### src/rtl/slon5_collect.sv
// Result collector for the slon5 core: a DEPTH-entry FIFO with a registered head
// entry, sticky overflow, and a tag-sequence tracker on the raw core output stream.
module slon5_collect #(
  parameter int DOUT_W = 32,
  parameter int DNUM_W = 8,
  parameter int DEPTH  = 8
) (
  input  logic                       clk,
  input  logic                       rst_n,
  input  logic                       in_valid,
  input  logic [DOUT_W-1:0]          in_dout,
  input  logic [DNUM_W-1:0]          in_dnum,
  output logic                       out_valid,
  input  logic                       out_ready,
  output logic [DOUT_W-1:0]          out_dout,
  output logic [DNUM_W-1:0]          out_dnum,
  output logic [$clog2(DEPTH):0]     level,
  output logic                       ovf,
  output logic                       seq_err,
  input  logic                       clr
);
  localparam int AW = $clog2(DEPTH);
  localparam int LW = AW + 1;

  typedef struct packed {
    logic [DNUM_W-1:0] dnum;
    logic [DOUT_W-1:0] dout;
  } ent_t;

  typedef enum logic {IDLE, TRACK} st_t;

  ent_t          mem [DEPTH];
  ent_t          in_ent, head_q, head_nxt;
  logic [AW-1:0] wr_ptr, rd_ptr, rd_nxt;
  logic [LW-1:0] level_q, lvl_nxt;
  logic          full, push, pop, drop;
  st_t           st_q, st_nxt;
  logic [DNUM_W-1:0] exp_q, exp_nxt;
  logic          err_set;

  assign in_ent    = '{dnum: in_dnum, dout: in_dout};
  assign full      = (level_q == LW'(DEPTH));
  assign out_valid = (level_q != '0);
  assign pop       = out_valid && out_ready;
  // A full FIFO still accepts when the head leaves in the same cycle.
  assign push      = in_valid && (!full || pop);
  assign drop      = in_valid && !push;
  assign rd_nxt    = rd_ptr + AW'(pop);
  assign lvl_nxt   = level_q + LW'(push) - LW'(pop);

  assign out_dout  = head_q.dout;
  assign out_dnum  = head_q.dnum;
  assign level     = level_q;

  // Head register is the next entry to present; it holds its last value when empty.
  always_comb begin
    head_nxt = head_q;
    if (lvl_nxt != '0) begin
      if (push && (wr_ptr == rd_nxt)) head_nxt = in_ent;
      else                            head_nxt = mem[rd_nxt];
    end
  end

  always_ff @(posedge clk) begin
    if (push) mem[wr_ptr] <= in_ent;
  end

  always_ff @(posedge clk or negedge rst_n) begin
    if (!rst_n) begin
      wr_ptr  <= '0;
      rd_ptr  <= '0;
      level_q <= '0;
      head_q  <= '0;
      ovf     <= 1'b0;
    end else begin
      if (push) wr_ptr <= wr_ptr + AW'(1);
      rd_ptr  <= rd_nxt;
      level_q <= lvl_nxt;
      head_q  <= head_nxt;
      if (drop)     ovf <= 1'b1;
      else if (clr) ovf <= 1'b0;
    end
  end

  // Tracker sees every core word, accepted or dropped; mismatches resync exp.
  always_comb begin
    st_nxt  = st_q;
    exp_nxt = exp_q;
    err_set = 1'b0;
    if (in_valid) begin
      exp_nxt = in_dnum + DNUM_W'(1);
      st_nxt  = TRACK;
      if (st_q == TRACK && in_dnum != exp_q) err_set = 1'b1;
    end
    if (clr) begin
      st_nxt  = IDLE;
      err_set = 1'b0;
    end
  end

  always_ff @(posedge clk or negedge rst_n) begin
    if (!rst_n) begin
      st_q    <= IDLE;
      exp_q   <= '0;
      seq_err <= 1'b0;
    end else begin
      st_q    <= st_nxt;
      exp_q   <= exp_nxt;
      if (clr)          seq_err <= 1'b0;
      else if (err_set) seq_err <= 1'b1;
    end
  end
endmodule
### config.mk
export PLATFORM = sky130hd
export DESIGN_NAME = slon5_collect
export DESIGN_NICKNAME = d
export VERILOG_FILES = /design/src/rtl/slon5_collect.sv
export SDC_FILE = /design/constraint.sdc
export NUM_CORES = 1
export LEC_CHECK = 0
export CAP_MARGIN = 5
export CORE_ASPECT_RATIO = 2
export CORE_MARGIN = 2
export CORE_UTILIZATION = 48
export DETAILED_ROUTE_END_ITERATION = 6
export PLACE_DENSITY = 0.69
export SETUP_SLACK_MARGIN = 0.02
export SYNTH_ARGS = -nofsm -noshare
export SYNTH_HDL_FRONTEND = slang
export SYNTH_SLANG_ARGS = --single-unit
### constraint.sdc
create_clock -name clk -period 11.65 [get_ports clk]
set_input_delay 1.165 -clock clk [delete_from_list [all_inputs] [get_ports clk]]
set_output_delay 1.165 -clock clk [all_outputs]
set_load 0.02 [all_outputs]
==> flow_metrics.tcl <==
set metrics [dict create \
    rsz0062_at_grt "no" \
    end_kind "flop" \
    place.gp.congestion 0.757 \
    port_buffers 91 \
    r2r_setup_slack_ps 7550 \
    grt_pass1_vias 7857 \
    wl_um 29200 \
    synth_area_per_cell_um2 19.8 \
    synth_mux_area_share_pct 17.7 \
    syn-num-nets 819 \
    via_count 7241 \
    synth_fa_ha_area_share_pct 0.877 \
    critPathRequiredTime_ps 12000 \
    ant_nets 0 \
    cts_setup_buffers 0 \
    place.detailed.hpwl_um 15700 \
    area_growth_pct 17.3 \
    final-setup-viol-count 0 \
    dr.pass1.iters 5 \
    ys_ff_latch 381 \
    period_minus_slack_ps 4400 \
    min-delay-start "ovf$_DFFE_PN0P_" \
    cp-start-kind "primary input" \
    fin_crit_sh_pct 37.8 \
    drv_slew 0 \
    netlist.area_leader.share_pct 63.5 \
    synth_compound_area_share_pct 1.99 \
    synth_top_cell_by_area "edfxtp_1" \
    dp.cells 1257 \
    status "finished, final reports clean" \
    async_flop_share_pct 16.0 \
    p_per_area_nw_per_um2 283 \
    die_area_um2 33000 \
    synth-edff-count 320 \
    synthesis.area_um2 15100 \
    ys_top_cells_by_count "edfxtp_1 (320), mux4_2 (80), dfrtp_1 (61), nor2_1 (52), a21oi_1 (48)" \
    cts_hold_buf 0 \
    viasPerCell 5.49 \
    num_rows 92 \
    synth_top_family_by_area "multiplexers" \
    holdPathEnd "ovf$_DFFE_PN0P_" \
    netlist_instances 764 \
    fmax_mhz 227 \
    synthFlopType "edfxtp_1" \
    clk-insertion-delay-late_ps 520 \
    drive_above_1_share_pct 23.3 \
    clk_pin_slew_ps 70 \
    final-hold-violation-count 0 \
    crit_arrival_ps 4750 \
    max-clock-path-buffers 3 \
    die_h_um 255 \
    maxCapViolations 0 \
    worstReg2RegStart "level[2]$_DFF_PN0_" \
    final_cells 1319 \
    yosys.area_share.simple_pct 2.52 \
    ff2ff_path_depth 10 \
    holdCritPathClass "reg -> reg" \
    max_slew.worst_pin.slew_ps 1060 \
    initial_utilization_pct 48.3 \
    max-slew-margin-rel_pct 28.7 \
    synth_cell_type_count 37 \
    grt_overflow 0 \
    yosysMostFrequentCell "edfxtp_1" \
    finClkSkew_ps 11.9 \
    yosysSeqAreaShare_pct 73.6 \
    worstHoldPathCells 2 \
    die_x_um 130 \
    path_max_fanout 40 \
    cts_tree "built" \
    synthTopCellsByArea "edfxtp_1 (64%), mux4_2 (12%), dfrtp_1 (10%)" \
    cts_made_buffers 34 \
    cts_max_level 2 \
    core_region_area_um2 31300 \
    ys_warn_count 0 \
    antenna_cells 0 \
    post_cts_resized 0 \
    path_class "in -> reg" \
    vdd_drop_max_mv 0.397 \
    synth_xor_area_share_pct 1.40 \
    drtIter0Drc 591 \
    clock-root-buffer "clkbuf_16" \
    antenna_found_initial 0 \
    grt_max_degree 81 \
    grt_pass1_wl_um 45800 \
    wl_per_cell_um 22.1 \
    tns_ps 0 \
    design.final.nets 925 \
    boundaryPins 92 \
    route.detailed.drc 0 \
    grt_usage_pct 18.5 \
    cts_sinks 381 \
    r2r_end "out_dnum[4]$_DFFE_PN0P_" \
    leakagePower_nw 6.18 \
]
==> worst max path at each step <==
stage | slack [ps] | cells after the start | from | endpoint
after floorplan | 5430 | 3 | in_valid | mem[2][0]$_DFFE_PP_
after global placement | 6660 | 8 | out_ready | out_dnum[4]$_DFFE_PN0P_
after detailed placement | 6660 | 8 | out_ready | out_dnum[4]$_DFFE_PN0P_
after CTS | 7210 | 8 | out_ready | out_dnum[4]$_DFFE_PN0P_
after global routing | 6920 | 12 | in_valid | out_dout[27]$_DFFE_PN0P_
final | 7250 | 8 | out_ready | out_dnum[4]$_DFFE_PN0P_
==> worst max-delay path: stages <==
cell and delay, ps:
clkdlybuf4s50_1 450, and2_1 190, ha_4 810, xor2_1 130, or4_2 1100, buf_4 450
mux2i_1 310, a21oi_1 110
==> state kept, by name, indices dropped and copies added (netlist names) <==
register,count
mem,320
out_dout,32
exp_q,8
out_dnum,8
level,4
rd_ptr,3
wr_ptr,3
ovf,1
seq_err,1
st_q,1
==> where the power goes <==
part           total (mW)  switching, mW  internal (mW)  leakage (nW)
clock network        1.20          0.479          0.721         0.590
registers            1.88          0.111           1.77          3.62
logic                1.95          0.976          0.974          1.98
total                5.03           1.57           3.46          6.18
==> metal layers <==
metal  up-vias  part of all wire (%)  track usage (%)
met5         -                     0                0
met4         0                   1.6             4.61
met3        32                   3.7             2.19
met2       167                    53             32.2
met1      3805                    42             25.0
li1       3237                     -                -
==> layout by cell type (no fill, tap or decap), types with 2 or more instances in the layout <==
cell / netlist / layout
edfxtp_1: 320 / 320
clkdlybuf4s50_1: 0 / 90
mux4_2: 80 / 80
dfrtp_1: 61 / 61
nor2_1: 52 / 51
a21oi_1: 48 / 48
mux2_2: 41 / 41
mux2i_1: 41 / 40
clkbuf_16: 0 / 37
buf_4: 0 / 20
xor2_1: 15 / 15
inv_1: 9 / 9
nand2_1: 9 / 9
ha_1: 9 / 7
clkinv_2: 0 / 7
xnor2_1: 6 / 6
clkbuf_1: 19 / 6
bufinv_16: 0 / 6
nand3_1: 5 / 5
nor4_1: 4 / 3
a31oi_1: 2 / 2
o21ai_0: 2 / 2
nor3b_2: 0 / 2
nor4b_2: 0 / 2
nor3_2: 0 / 2
and3_1: 2 / 2
ha_4: 0 / 2
clkinvlp_4: 0 / 2
clkinv_1: 0 / 2
==> metrics by stage <==
step | area, um^2 | setup WS [ps] | total power [mW] | hold WS (ps) | utilization (%)
global route | 17700 | 6920 | 5.31 | 536 | 56.7
finish | 17700 | 7250 | 5.03 | 500 | 56.7
global placement | 16500 | 6660 | 3.85 | 477 | 52.8
detailed placement | 16500 | 6660 | 3.89 | 475 | 52.8
floorplan | 15100 | 5430 | 3.34 | 461 | -
CTS | 17700 | 7210 | 5.11 | 505 | 56.7
==> cells by family after synthesis <==
family          Yosys count
flops                   381
mux                     162
simple gates             85
compound gates           55
buf+inv                  49
xor+xnor                 22
fa+ha+maj                10
==> cell type report <==
class                           count  area (um^2)
Clock buffer                       44          962
Clock inverter                     18          246
Fill cell                        2397        13600
Inverter                            9         33.8
Multi-Input combinational cell    334         3780
Sequential cell                   381        11100
Tap cell                          423          529
Timing Repair Buffer              110         1050
Note: power is estimated with default switching activity, not from simulation.
